<file path="src/rtl/pipe_ctrl_pkg.sv">
`default_nettype none
// +----------------------------------------------------------------------+
// | Package   : pipe_ctrl_pkg                                            |
// | Purpose   : Shared state encoding and default sizing for the         |
// |             pipeline stall/flush sequencer.                          |
// | Revision  : 1.0  initial release                                     |
// +----------------------------------------------------------------------+
package pipe_ctrl_pkg;

  typedef enum logic [1:0] {
    IDLE     = 2'd0,
    RUN      = 2'd1,
    MEM_WAIT = 2'd2,
    ERR      = 2'd3
  } state_t;

  // Default watchdog limit and counter width.
  localparam int c_def_timeout = 255;
  localparam int c_def_cnt_w   = 32;

  // Wait counter width covers the full TIMEOUT range 1..65535.
  localparam int c_wait_w      = 16;

endpackage
`default_nettype wire

</file>
<file path="src/rtl/pipe_stall_ctrl_sat_counter.sv">
`default_nettype none
// +----------------------------------------------------------------------+
// | Module    : sat_counter                                              |
// | Purpose   : WIDTH-bit incrementer that sticks at all-ones, with a    |
// |             count enable and an asynchronous active-low clear.       |
// | Revision  : 1.0  initial release                                     |
// +----------------------------------------------------------------------+
module sat_counter #(
  parameter int WIDTH = 32
) (
  input  logic             clk_i,
  input  logic             rst_i,
  input  logic             en_i,
  output logic [WIDTH-1:0] cnt_o
);

  logic [WIDTH-1:0] cnt_q;
  logic [WIDTH-1:0] cnt_d;

  // Next count: hold at all-ones once reached.
  always_comb begin
    cnt_d = cnt_q;
    if (en_i && (cnt_q != {WIDTH{1'b1}})) begin
      cnt_d = cnt_q + {{(WIDTH-1){1'b0}}, 1'b1};
    end
  end

  // Count register with asynchronous clear.
  always_ff @(posedge clk_i or negedge rst_i) begin
    if (!rst_i) begin
      cnt_q <= '0;
    end else begin
      cnt_q <= cnt_d;
    end
  end

  assign cnt_o = cnt_q;

endmodule
`default_nettype wire

</file>
<file path="src/rtl/pipe_stall_ctrl.sv">
`default_nettype none
// +----------------------------------------------------------------------+
// | Module    : pipe_stall_ctrl                                          |
// | Purpose   : Central stall/flush sequencer for the 5-stage pipeline.  |
// |             Merges data-cache miss, load-use hazard and taken branch |
// |             (in that priority) and watches the cache handshake for a |
// |             hung memory system.                                      |
// | Options   : PERF_CNT_EN - when defined, builds the memory-stall and  |
// |             load-use bubble counters; otherwise both read as zero.   |
// | Revision  : 1.0  initial release                                     |
// +----------------------------------------------------------------------+
module pipe_stall_ctrl
  import pipe_ctrl_pkg::*;
#(
  parameter int TIMEOUT = c_def_timeout,
  parameter int CNT_W   = c_def_cnt_w
) (
  input  logic             clk_i,
  input  logic             rst_i,
  input  logic             start_i,
  input  logic             hazard_i,
  input  logic             branch_i,
  input  logic             mem_req_i,
  input  logic             mem_ack_i,
  output logic             pc_stall_o,
  output logic             ifid_stall_o,
  output logic             ifid_flush_o,
  output logic             idex_flush_o,
  output logic             mem_stall_o,
  output logic             error_o,
  output logic [CNT_W-1:0] stall_cnt_o,
  output logic [CNT_W-1:0] hazard_cnt_o
);

  localparam logic [c_wait_w-1:0] c_timeout = TIMEOUT[c_wait_w-1:0];
  localparam logic [c_wait_w-1:0] c_one     = {{(c_wait_w-1){1'b0}}, 1'b1};

  state_t              state_q;
  state_t              state_d;
  logic [c_wait_w-1:0] wait_cnt_q;
  logic [c_wait_w-1:0] wait_cnt_d;

  // Hazard/branch response when memory is not holding the pipe.
  logic w_adv_hold;
  logic w_adv_flush;

  // Hazard outranks branch; a branch seen with a hazard is retried next cycle.
  always_comb begin
    w_adv_hold  = hazard_i;
    w_adv_flush = ~hazard_i & branch_i;
  end

  // Next-state, wait counter and combinational control outputs.
  always_comb begin
    state_d      = state_q;
    wait_cnt_d   = wait_cnt_q;
    pc_stall_o   = 1'b0;
    ifid_stall_o = 1'b0;
    ifid_flush_o = 1'b0;
    idex_flush_o = 1'b0;
    mem_stall_o  = 1'b0;
    error_o      = 1'b0;

    case (state_q)
      IDLE: begin
        pc_stall_o   = 1'b1;
        ifid_stall_o = 1'b1;
        mem_stall_o  = 1'b1;
        wait_cnt_d   = '0;
        if (start_i) begin
          state_d = RUN;
        end
      end

      RUN: begin
        if (mem_req_i && !mem_ack_i) begin
          pc_stall_o   = 1'b1;
          ifid_stall_o = 1'b1;
          mem_stall_o  = 1'b1;
          state_d      = MEM_WAIT;
          wait_cnt_d   = c_one;
        end else begin
          pc_stall_o   = w_adv_hold;
          ifid_stall_o = w_adv_hold;
          idex_flush_o = w_adv_hold;
          ifid_flush_o = w_adv_flush;
          wait_cnt_d   = '0;
        end
        if (!start_i) begin
          state_d    = IDLE;
          wait_cnt_d = '0;
        end
      end

      MEM_WAIT: begin
        if (!mem_ack_i) begin
          pc_stall_o   = 1'b1;
          ifid_stall_o = 1'b1;
          mem_stall_o  = 1'b1;
          if (wait_cnt_q == c_timeout) begin
            state_d = ERR;
          end else begin
            wait_cnt_d = wait_cnt_q + c_one;
          end
        end else begin
          // Refill done: the pipeline advances this cycle.
          pc_stall_o   = w_adv_hold;
          ifid_stall_o = w_adv_hold;
          idex_flush_o = w_adv_hold;
          ifid_flush_o = w_adv_flush;
          state_d      = RUN;
          wait_cnt_d   = '0;
        end
        if (!start_i) begin
          state_d    = IDLE;
          wait_cnt_d = '0;
        end
      end

      default: begin
        // ERR is terminal until reset; start_i is ignored.
        pc_stall_o   = 1'b1;
        ifid_stall_o = 1'b1;
        mem_stall_o  = 1'b1;
        error_o      = 1'b1;
      end
    endcase
  end

  // State and watchdog registers.
  always_ff @(posedge clk_i or negedge rst_i) begin
    if (!rst_i) begin
      state_q    <= IDLE;
      wait_cnt_q <= '0;
    end else begin
      state_q    <= state_d;
      wait_cnt_q <= wait_cnt_d;
    end
  end

`ifdef PERF_CNT_EN
  logic w_stall_en;
  logic w_hazard_en;

  // Count only while the CPU is actually running.
  always_comb begin
    w_stall_en  = ((state_q == RUN) || (state_q == MEM_WAIT)) && mem_stall_o;
    w_hazard_en = idex_flush_o;
  end

  sat_counter #(
    .WIDTH (CNT_W)
  ) u_stall_cnt (
    .clk_i (clk_i),
    .rst_i (rst_i),
    .en_i  (w_stall_en),
    .cnt_o (stall_cnt_o)
  );

  sat_counter #(
    .WIDTH (CNT_W)
  ) u_hazard_cnt (
    .clk_i (clk_i),
    .rst_i (rst_i),
    .en_i  (w_hazard_en),
    .cnt_o (hazard_cnt_o)
  );
`else
  assign stall_cnt_o  = '0;
  assign hazard_cnt_o = '0;
`endif

endmodule
`default_nettype wire

</file>
<file path="config.mk">
export PLATFORM = sky130hd
export DESIGN_NAME = pipe_stall_ctrl
export DESIGN_NICKNAME = d
export VERILOG_FILES = /design/src/rtl/pipe_ctrl_pkg.sv /design/src/rtl/pipe_stall_ctrl_sat_counter.sv /design/src/rtl/pipe_stall_ctrl.sv
export SDC_FILE = /design/constraint.sdc
export NUM_CORES = 1
export LEC_CHECK = 0
export BUFFER_PORTS_ARGS = -buffer_cell sky130_fd_sc_hd__buf_4
export CELL_PAD_IN_SITES_DETAIL_PLACEMENT = 0
export CELL_PAD_IN_SITES_GLOBAL_PLACEMENT = 1
export CORE_ASPECT_RATIO = 0.75
export CORE_MARGIN = 2
export CORE_UTILIZATION = 25
export CTS_BUF_LIST = sky130_fd_sc_hd__clkbuf_16
export DETAILED_ROUTE_END_ITERATION = 7
export PLACE_DENSITY = 0.72
export SYNTH_ARGS = -nofsm -noshare
export SYNTH_HDL_FRONTEND = slang
export SYNTH_SLANG_ARGS = --single-unit
</file>
<file path="constraint.sdc">
create_clock -name clk_i -period 2.5 [get_ports clk_i]
set_input_delay 0.75 -clock clk_i [delete_from_list [all_inputs] [get_ports clk_i]]
set_output_delay 0.75 -clock clk_i [all_outputs]
set_load 0.02 [all_outputs]
</file>
==> results.md <==
- Post-Route WL: 3410 um
- Top cell type's share of synthesized area: 28.1%
- N_diodes: 0
- Top cells by count, synth: 66 x buf_4, 18 x dfrtp_1, 10 x o21ai_0, 8 x nand2_1
- Port Buf Inserts: 12
- Tot Pwr: 0.00124 W
- Antenna Violating Nets Remaining: 0
- Most common cell in the netlist: buf_4
- Type of origin of the critical path: flop
- Post-CTS Setup Inserts: 0
- CTS root buffer: clkbuf_16
- Finish-stage setup viols: 0
- Sw Share: 40.8%
- Die height: 76.8 um
- Layout net count: 226
- Ys async rst share: 100%
- Clock Path Buffers: 2
- Htree depth: 1
- EDFF count, synth: 0
- DRC: 0
- Internal power: 0.000731 W
- Most area-consuming cells after synthesis: buf_4 28%, dfrtp_1 26%, ha_1 3.5%
- Max cap viols: 0
- Yosys reg bits: 18
- Dpl hpwl: 2530 um
- GRT Total Usage: 8.72%
- First-pass GRT wire length: 5430 um
- Initial core utilization: 25.8%
- Max VDD drop: 289 uV
- Synth Cell Area: 1760 um^2
- Vias/cell: 4.32
- Post-Syn Instances: 201
- RSZ-0062 raised after global routing: no
- Power density over the cells: 692 nW/um^2
- Area grow syn2layout: 1.21%
- Static Leak: 0.837 nW
- RePlAce Congestion: 0.824
- Worst slew margin: 66.4%
- Congestion Overflow GR: 0
- Drt pass-1 iters: 4
- Top_reg_cell synth: dfrtp_1
- Clk_skew: 2.66 ps
- Largest net degree at the start of global routing: 19
- Net Sw Power: 0.000504 W
- Fmax: 427 MHz
- Critical Path AT: 1590 ps
- Synth area leader: buf_4
- Flop pwr share: 26.5%
- Min cycle time layout: 2340 ps
- Die W: 101 um
- Slew Viols, Final: 0
- Worst-Skew Late Latency: 250 ps
- Die area: 7750 um^2
- Cts hold-fix bufs: 0
- Reg clk slew, reported paths: 60 ps
- Iteration-0 DRC count of the detailed router: 76
- Worst min path class: input port to async pin
- # rows: 26
- Total of warnings raised by yosys: 0
- Comb pwr share: 46.8%
- Critical path class: flop to output port
- Synth Area per Inst: 8.78 um^2
- IO Pins: 77
- Reg2Reg Depth: 6
- Count of final hold-check violations: 0
- Initial antenna violation count: 0
- Share of cells above drive strength 1: 13.6%
- Critical path fanouts, max: 9
- Clock share of power: 26.7%
- Worst Path Required: 1750 ps
- Final Util: 26.1%
- Vias in the first global route: 1133
- WL/cell: 11.5 um
- Worst Setup End Kind: output port
- Synth cell types: 52
- Outcome: completed
- Worst Tran Pin Value: 501 ps
- CTS sink cnt: 18
- PostCTS Resize Cnt: 0
- Via count: 1283
- Sequential area share after synthesis: 25.5%
- Clock tree from TritonCTS: done
- Setup_tns: 0 ps
- Area of the core: 6830 um^2
- Period utilization: 93.7%
- TritonCTS buffer count: 3
==> worst max-delay path, stage by stage, from the launching register on <==
cell	delay, ps
dfrtp_1	390
inv_1	100
ha_1	330
a22o_1	200
and4b_1	180
buf_4	140
==> flip-flops by register name, indices dropped and copies added, names as in the netlist <==
name,flops
wait_cnt_q,16
state_q,2
==> stage by stage <==
step / instance area [um^2] / hold WS, ps / cells / setup WS (ps)
2_1_floorplan: 2000 / 454 / 264 / 19.3
3_3_place_gp: 1710 / 529 / 293 / 200
3_5_place_dp: 1710 / 525 / 293 / 194
4_1_cts: 1790 / 372 / 297 / 160
5_1_grt: 1790 / 384 / 297 / 29.9
6_report: 1790 / 361 / 297 / 158
==> logic make-up after synthesis <==
| family | share of synthesized area (%) |
|---|---|
| flops | 25.5 |
| fa+ha+maj | 3.55 |
| other cells | 0.213 |
| mux | 1.42 |
| compound gates | 18.4 |
| simple gates | 19.9 |
| buf+inv | 30.9 |
==> cell usage in the layout (no fill, tap or decap), drive strengths merged, types with 2 or more instances in the layout <==
cell type | netlist | final
a21boi | 4 | 4
a21oi | 3 | 3
a2bb2oi | 5 | 5
a31oi | 3 | 3
and2 | 2 | 2
and3 | 5 | 5
and4 | 2 | 2
and4b | 2 | 2
buf | 68 | 17
clkbuf | 4 | 3
conb | 1 | 64
dfrtp | 18 | 18
ha | 5 | 5
inv | 5 | 5
nand2 | 8 | 8
nand2b | 3 | 3
nand3 | 6 | 6
nand4 | 4 | 4
nand4b | 2 | 2
nor2b | 3 | 3
nor3 | 6 | 6
nor4 | 4 | 4
o21ai | 11 | 11
o22a | 4 | 4
o41ai | 2 | 2
or3 | 2 | 2
==> power groups by stage <==
| stage | logic, W | clock network [W] | registers, W |
|---|---|---|---|
| final | 0.000579 | 0.000329 | 0.000327 |
| after CTS | 0.000583 | 0.000331 | 0.000328 |
| after floorplan | 0.000510 | 0 | 0.000329 |
| after detailed placement | 0.000582 | 0 | 0.000333 |
| after global placement | 0.000585 | 0 | 0.000332 |
| after global routing | 0.000633 | 0.000347 | 0.000331 |
==> per-layer routing <==
layer | global-route usage [%] | up-vias | share of wire (%)
met5 | 0 | - | 0
met4 | 1.76 | 0 | 0.44
met3 | 2.92 | 2 | 7.0
met2 | 12.7 | 51 | 46
met1 | 12.5 | 611 | 47
li1 | - | 619 | -
==> final cells by class <==
cell class	count	area [um^2]
Clock buffer	3	75.1
Clock inverter	1	3.75
Fill cell	756	5050
Inverter	5	18.8
Multi-Input combinational cell	169	1000
Sequential cell	18	450
Tap cell	84	105
Timing Repair Buffer	17	128
==> worst paths after layout <==
| path | slack [ps] | to | startpoint |
|---|---|---|---|
| setup / recovery | 160 | ifid_flush_o | state_q[0] |
| hold / removal | 360 | wait_cnt_q[2] | rst_i |
| min in group clk_i | 530 | wait_cnt_q[12] | wait_cnt_q[12] |
| hold reg to reg | 530 | wait_cnt_q[12] | wait_cnt_q[12] |
| setup reg to reg | 380 | wait_cnt_q[12] | state_q[1] |
| max in group asynchronous | 1930 | wait_cnt_q[13] | rst_i |
No activity file was read; power rests on OpenSTA's default activity.
